$ cat src/rtl/mem_access_unit.sv
// Load/store unit between a requester and a word-wide data memory.
// Aligns, strobes and extends byte/half/word accesses.
module mem_access_unit #(
  parameter int unsigned ADDR_WORDS = 32768
) (
  input  logic        clk,
  input  logic        rst,
  input  logic        req_valid,
  output logic        req_ready,
  input  logic        req_is_store,
  input  logic [1:0]  req_size,
  input  logic        req_unsigned,
  input  logic [31:0] req_addr,
  input  logic [31:0] req_wdata,
  output logic        resp_valid,
  input  logic        resp_ready,
  output logic [31:0] resp_rdata,
  output logic        resp_err,
  output logic [31:0] mem_r_addr,
  input  logic [31:0] mem_r_data,
  output logic [31:0] mem_w_addr,
  output logic [3:0]  mem_w_enable,
  output logic [31:0] mem_w_data
);

  typedef enum logic [1:0] {
    IDLE, ACCESS, LOAD_WAIT, RESP
  } state_e;

  state_e      state_q, state_d;
  logic        st_q, un_q, err_q;
  logic [1:0]  sz_q, off_q;
  logic [31:0] wd_q, idx_q, rd_q;

  logic        accept, err_in;
  logic [31:0] idx_in;
  logic [31:0] bsh, hsh, ld_val;
  logic [3:0]  strb;
  logic [31:0] wlane;

  assign idx_in = {2'b00, req_addr[31:2]};
  assign err_in = (req_size == 2'b11)
               || (req_size == 2'b01 && req_addr[0])
               || (req_size == 2'b10 && |req_addr[1:0])
               || (idx_in >= ADDR_WORDS);

  assign req_ready = (state_q == IDLE) && !rst;
  assign accept    = req_valid && req_ready;

  always_comb begin
    state_d = state_q;
    unique case (state_q)
      IDLE:      if (accept) state_d = err_in ? RESP : ACCESS;
      ACCESS:    state_d = st_q ? RESP : LOAD_WAIT;
      LOAD_WAIT: state_d = RESP;
      RESP:      if (resp_ready) state_d = IDLE;
      default:   state_d = IDLE;
    endcase
  end

  // Lane select and extension of the returned memory word
  assign bsh = mem_r_data >> {off_q, 3'b000};
  assign hsh = mem_r_data >> {off_q[1], 4'b0000};

  always_comb begin
    ld_val = mem_r_data;
    unique case (1'b1)
      sz_q == 2'b00:
        ld_val = {{24{~un_q & bsh[7]}}, bsh[7:0]};
      sz_q == 2'b01:
        ld_val = {{16{~un_q & hsh[15]}}, hsh[15:0]};
      default: ld_val = mem_r_data;
    endcase
  end

  always_comb begin
    strb  = 4'b0000;
    wlane = wd_q;
    unique case (1'b1)
      sz_q == 2'b00: begin
        strb  = 4'b0001 << off_q;
        wlane = {4{wd_q[7:0]}};
      end
      sz_q == 2'b01: begin
        strb  = 4'b0011 << {off_q[1], 1'b0};
        wlane = {2{wd_q[15:0]}};
      end
      sz_q == 2'b10: begin
        strb  = 4'b1111;
        wlane = wd_q;
      end
      default: begin
        strb  = 4'b0000;
        wlane = wd_q;
      end
    endcase
  end

  always_ff @(posedge clk) begin
    if (rst) begin
      state_q <= IDLE;
      st_q    <= 1'b0;
      un_q    <= 1'b0;
      err_q   <= 1'b0;
      sz_q    <= 2'b00;
      off_q   <= 2'b00;
      wd_q    <= '0;
      idx_q   <= '0;
      rd_q    <= '0;
    end else begin
      state_q <= state_d;
      if (accept) begin
        st_q  <= req_is_store;
        un_q  <= req_unsigned;
        err_q <= err_in;
        sz_q  <= req_size;
        off_q <= req_addr[1:0];
        wd_q  <= req_wdata;
        idx_q <= idx_in;
        rd_q  <= '0;
      end else if (state_q == LOAD_WAIT) begin
        rd_q <= ld_val;
      end
    end
  end

  assign resp_valid = (state_q == RESP);
  assign resp_rdata = rd_q;
  assign resp_err   = err_q;
  assign mem_r_addr = idx_q;
  assign mem_w_addr = idx_q;
  assign mem_w_data = wlane;

  // Reset gates the strobes so an in-flight store never lands
  assign mem_w_enable =
    (state_q == ACCESS && st_q && !rst) ? strb : 4'b0000;

endmodule

$ cat config.mk
export PLATFORM = sky130hd
export DESIGN_NAME = mem_access_unit
export DESIGN_NICKNAME = d
export VERILOG_FILES = /design/src/rtl/mem_access_unit.sv
export SDC_FILE = /design/constraint.sdc
export NUM_CORES = 1
export LEC_CHECK = 0
export ABC_AREA = 0
export BUFFER_PORTS_ARGS = -buffer_cell sky130_fd_sc_hd__buf_2
export CAP_MARGIN = 20
export CORE_MARGIN = 8
export CORE_UTILIZATION = 30
export CTS_CLUSTER_DIAMETER = 60
export CTS_CLUSTER_SIZE = 28
export DETAILED_ROUTE_END_ITERATION = 8
export PLACE_DENSITY = 0.57
export SKIP_LAST_GASP = 1
export SYNTH_ARGS = -nofsm -noshare
export SYNTH_HDL_FRONTEND = slang
export SYNTH_SLANG_ARGS = --single-unit
$ cat constraint.sdc
create_clock -name clk -period 5.4 [get_ports clk]
set_clock_uncertainty 0.2 [all_clocks]
set_input_delay 1.08 -clock clk [delete_from_list [all_inputs] [get_ports clk]]
set_output_delay 1.08 -clock clk [all_outputs]
set_load 0.05 [all_outputs]
### After elaboration in Yosys (flattened, before gate mapping)

Cells that the tools add are included.

| cells by class | value |
|---|---|
| add/sub/neg operators | 0 |
| $mul | 0 |
| div/mod/pow operators | 0 |
| order comparisons | 1 |
| equality and inequality tests | 10 |
| shift-type cells | 4 |
| muxes and demuxes | 9 |
| bitwise operators | 3 |
| reductions and logical operators | 15 |

Operator list:

| cell | number |
|---|---|
| 32-bit case mux with 2 select lines | 2 |
| 32-bit by 5-bit right shift with 16-bit output | 1 |
| 32-bit by 5-bit right shift with 8-bit output | 1 |
| 30-bit by 16-bit greater-or-equal comparator with 1-bit output, second input constant | 1 |
| 4-bit case mux with 3 select lines | 1 |
| 2-bit equality test, second input constant | 5 |
| 2-bit case mux with 4 select lines | 1 |
| 2-bit by 1-bit equality test with 1-bit output, second input constant | 3 |
| 1-bit logical AND | 6 |
| 2-bit 2-to-1 mux | 3 |
| 2-bit logical NOT | 2 |
| 4-bit 2-to-1 mux | 1 |
| 2-bit OR reduction | 2 |
| 1-bit by 2-bit left shift with 4-bit output, first input constant | 1 |
| 2-bit by 2-bit left shift with 4-bit output, first input constant | 1 |
| 1-bit logical OR | 3 |
| 1-bit AND | 2 |
| 2-bit by 1-bit != test with 1-bit output, second input constant | 1 |
| 2-bit != test, second input constant | 1 |
| 2-bit AND reduction | 1 |
| 1-bit logical NOT | 1 |
| 1-bit 2-to-1 mux | 1 |
| 1-bit inverter | 1 |

| storage, ports and cells | value |
|---|---|
| register bits | 103 |
| bits in latches | 0 |
| memory bits (writable) | 0 |
| memory bits (read-only) | 0 |
| output and inout bits | 135 |
| word-level logic and storage cells | 51 |
| memories kept | 0 |

### Depth between registers and ports, before layout

| logic depth | value |
|---|---|
| word-level depth | 8 |
| depth in mapped cells | 7 |

### Worst setup path after synthesis

OpenSTA, ideal clock, no wires.

| path | value |
|---|---|
| kind | in2out |
| start point | input rst |
| end point | output mem_w_enable[1] |
| data arrival time | 2.270 ns |
| setup slack | 1.850 ns |
| stages | 4 |
| buffers on the path | 1 |
| cells stage by stage | clkbuf_1 -> a21oi_1 -> nand3_1 -> a21oi_1 |

| between the ends | value |
|---|---|
| cells in the longest elaborated chain, start to end | 3 |

Ends and longest elaborated chain:

| item | line | RTL |
|---|---|---|
| start, declared | 7 | `input logic rst,` |
| 1-bit logical NOT | 136 | `(state_q == ACCESS && st_q && !rst) ? strb : 4'b0000;` |
| 1-bit logical AND | 136 |  |
| 4-bit 2-to-1 mux | 136 |  |
| end, declared | 22 | `output logic [3:0] mem_w_enable,` |

No other way between the ends.

### Worst setup path after layout

| path | value |
|---|---|
| start point | register sz_q[1] |
| end point | output mem_w_enable[0] |

| between the ends | value |
|---|---|
| cells in the longest elaborated chain, start to end | 3 |

Ends and longest elaborated chain:

| item | line | RTL |
|---|---|---|
| start, declared | 32 | `logic [1:0] sz_q, off_q;` |
| start signal, assigned | 116 | `sz_q <= req_size;` |
| 2-bit equality test, or another cell as far along | 88 | `sz_q == 2'b10: begin` |
| 4-bit case mux with 3 select lines (*) | 79 | `unique case (1'b1)` |
| 4-bit 2-to-1 mux (*) | 136 |  |

Every way passes the cells marked *; elsewhere a longest branch is shown, timed or not.

==> impl_metrics.env <==
export IMPL_status="complete, no violations"
export IMPL_drv_slew=0
export IMPL_cts_hold_buffers_added=0
export IMPL_die_w_um=140
export IMPL_numCtsBuffers=9
export IMPL_initial_core_util_pct=30.6
export IMPL_grt_ovfl_total=0
export IMPL_yosysSeqAreaShare_pct=44.5
export IMPL_path_cells="buf_4, inv_1, o21ai_1, nor2b_1, buf_2"
export IMPL_power_density_nw_per_um2=550
export IMPL_boundaryPins=239
export IMPL_diodes=0
export IMPL_drt_wl_total_um=16100
export IMPL_drtIter0Drc=305
export IMPL_drcViolationCount=0
export IMPL_postCtsSetupBuffers=0
export IMPL_final_seq_area_um2=2060
export IMPL_nets=776
export IMPL_num_rows=45
export IMPL_leakagePower_nw=2.84
export IMPL_clock_latency_ns=0.35
export IMPL_slew_headroom_pct=34.4
export IMPL_track_usage_pct=15.6
export IMPL_design_area_um2=5950
export IMPL_h_tree_depth=3
export IMPL_dpl_cell_count=843
export IMPL_worst_ep_required_time_ns=4.12
export IMPL_ant_nets=0
export IMPL_path_clk_slew_ns=0.07
export IMPL_rsz0062_at_grt="false"
export IMPL_ys_ff_latch=103
export IMPL_r2r_end="resp_rdata[17]"
export IMPL_cts_resized=0
export IMPL_peakVddDrop_uv=222
export IMPL_fillers=1523
export IMPL_clkPwrFrac_pct=20.6
export IMPL_synth_cell_area_um2=4640
export IMPL_viasPerCell=5.12
export IMPL_dp_hpwl_um=12200
export IMPL_rr_worst_depth=6
export IMPL_power_frac_seq_pct=32.3
export IMPL_die_area_um2=19700
export IMPL_cts_tree="built"
export IMPL_first_pass_iters=5
export IMPL_cts_buffer_depth=2
export IMPL_crit_type="flip-flop to primary output"
export IMPL_gp_routability_congestion=0.882
export IMPL_whs_path_depth=1
export IMPL_final_cells=860
export IMPL_timing_rr_start="state_q[0]"
export IMPL_wl_per_cell_um=18.7
export IMPL_min_period_over_period_pct=71.6
export IMPL_fmax_mhz=259
export IMPL_cpMaxStageDelayCell="dfxtp_2"
export IMPL_fin_tns_setup_ns=0
export IMPL_netlist_area_leader_share_pct=44.5
export IMPL_arrival_ns=2.59
export IMPL_synth_cell_types=36
export IMPL_hp_start="wd_q[18]"
export IMPL_avgSynthCellArea_um2=9.37
export IMPL_ys_async_sr_fraction_pct=0
export IMPL_tightest_slew_ns=0.981
export IMPL_hold_class="flip-flop to flip-flop"
export IMPL_cts_sinks=103
export IMPL_coreArea_um2=15100
export IMPL_antenna_found_initial=0
export IMPL_multiInputGateArea_um2=2100
export IMPL_ys_flop_type="dfxtp_1"
export IMPL_synth_largest_area_cell="dfxtp_1"
export IMPL_place_area_um2=5630
export IMPL_cp_max_fo=35
export IMPL_crit_path_max_incr_delay_ns=0.76
export IMPL_p_switching_mw=1.58
export IMPL_cap_violations=0
export IMPL_period_minus_slack_ns=3.87
export IMPL_synthCells=495
export IMPL_grt_pass1_wl_um=24500
export IMPL_p_int_mw=1.69
export IMPL_hold_viol=0
export IMPL_synth_edf_count=0
export IMPL_port_buffers=234
export IMPL_min_to="wd_q[18]"
export IMPL_vias=4403
export IMPL_setup_viol=0
export IMPL_yosys_warnings=0
export IMPL_grt_pass1_vias=4405
export IMPL_crit_path_end_kind="primary output"
export IMPL_total_power_mw=3.27
export IMPL_yosys_top_cells_area="dfxtp_1, a22o_1, buf_4, o21ai_0, mux2_2"
export IMPL_root_buffer="clkbuf_16"
export IMPL_regToRegSetupSlack_ns=2.86
export IMPL_start_kind="flip-flop"
export IMPL_grt_max_degree=62
export IMPL_areaGrowthSynthToFinish_pct=28.3
export IMPL_layout_drive_gt1_share_pct=42.7
export IMPL_die_h_um=140
export IMPL_p_sw_share_pct=48.3
export IMPL_combPwrFrac_pct=47.1
export IMPL_hold_slack_ns=0.273
==> critical path, delay by kind of cell, from the launching register on <==
kind	cells	cell delay, ns
flip-flops	1	0.76
AO/OA/AOI/OAI	1	0.34
AND/OR/NAND/NOR	1	0.27
buffers and inverters	3	0.85
==> synthesized netlist by cell type (2+ instances only) <==
library cell and n:
mux2_2 18, a22o_1 69, a22oi_1 7, nand3_1 14, a31o_2 7, nor2b_1 11
nor2_1 9, nor4_1 3, a31oi_1 7, buf_2 7, nand2b_1 2, nand2_1 39
nor3_1 2, a211oi_1 4, inv_1 6, dfxtp_1 103, a21oi_1 34, o21ai_0 45
clkbuf_1 32, a21o_1 7, ha_1 5, buf_4 42, mux2i_1 9
==> worst max-delay path by stage <==
stage                     startpoint         endpoint  slack [ns]  cells after the start
after detailed placement     sz_q[1]  mem_w_enable[0]        1.91                      5
after CTS                    sz_q[1]  mem_w_enable[0]        1.52                      5
after global placement       sz_q[1]  mem_w_enable[0]        1.96                      5
final                        sz_q[1]  mem_w_enable[0]        1.53                      5
after global routing         sz_q[1]  mem_w_enable[0]        1.33                      5
after floorplan                  rst  mem_w_enable[1]        1.85                      4
==> cell type report <==
class / instances / share of cell area [%]
Multi-Input combinational cell: 307 / 35.3
Clock inverter: 7 / 1.35
Sequential cell: 103 / 34.7
Timing Repair Buffer: 240 / 20.6
Tap cell: 188 / 3.96
Inverter: 6 / 0.379
Clock buffer: 9 / 3.79
==> power by group through the flow <==
stage | Combinational, mW | Sequential (mW) | Clock [mW]
after global routing | 1.63 | 1.08 | 0.721
after floorplan | 0.928 | 1.36 | 0
after detailed placement | 1.54 | 1.07 | 0
after global placement | 1.52 | 1.07 | 0
final | 1.54 | 1.06 | 0.674
after CTS | 1.54 | 1.05 | 0.693
==> flip-flops by register name, summed over array words and instances, names as in the netlist <==
signal      cells
st_q            1
off_q           2
resp_rdata     32
state_q         2
resp_err        1
un_q            1
mem_r_addr     30
wd_q           32
sz_q            2
==> layer usage <==
metal  track usage (%)  vias up  part of all wire [%]
met4              6.74        0                   2.4
met3              3.87       21                   7.4
met5                 0        -                     0
met1              18.5     2071                    42
li1                  -     2106                     -
met2              26.4      205                    48
==> logic make-up (layout without fill, tap and decap cells) <==
group	count (synthesis)	count (layout)	share of synthesized area, %
buffers and inverters	88	262	10.9
AOI/OAI and AO/OA	187	187	28.2
muxes	28	28	6.80
DFF	103	103	44.5
and+or+nand+nor	83	83	8.26
adders and majority gates	5	5	1.35
other	1	4	0.0809
==> cells in the final DEF, fill, tap and decap left out, types with 2 or more instances in the layout <==
cell	instances
buf_2	234
dfxtp_1	102
a22o_1	69
o21ai_0	45
nand2_1	39
a21oi_1	34
mux2_2	18
nand3_1	14
nor2b_1	11
mux2i_1	9
clkbuf_16	9
nor2_1	8
a21o_1	7
a31o_2	7
a31oi_1	7
a22oi_1	7
inv_1	6
ha_1	5
buf_4	5
a211oi_1	4
conb_1	4
nor4_1	3
nand2b_1	2
nor3_1	2
inv_6	2
==> through the flow <==
step / utilization, % / setup slack, ns
after global routing: 39.3 / 1.33
after detailed placement: 37.1 / 1.91
after CTS: 39.2 / 1.52
after global placement: 37.1 / 1.96
final: 39.3 / 1.53
after floorplan: - / 1.85
No activity file was read; power rests on OpenSTA's default activity.
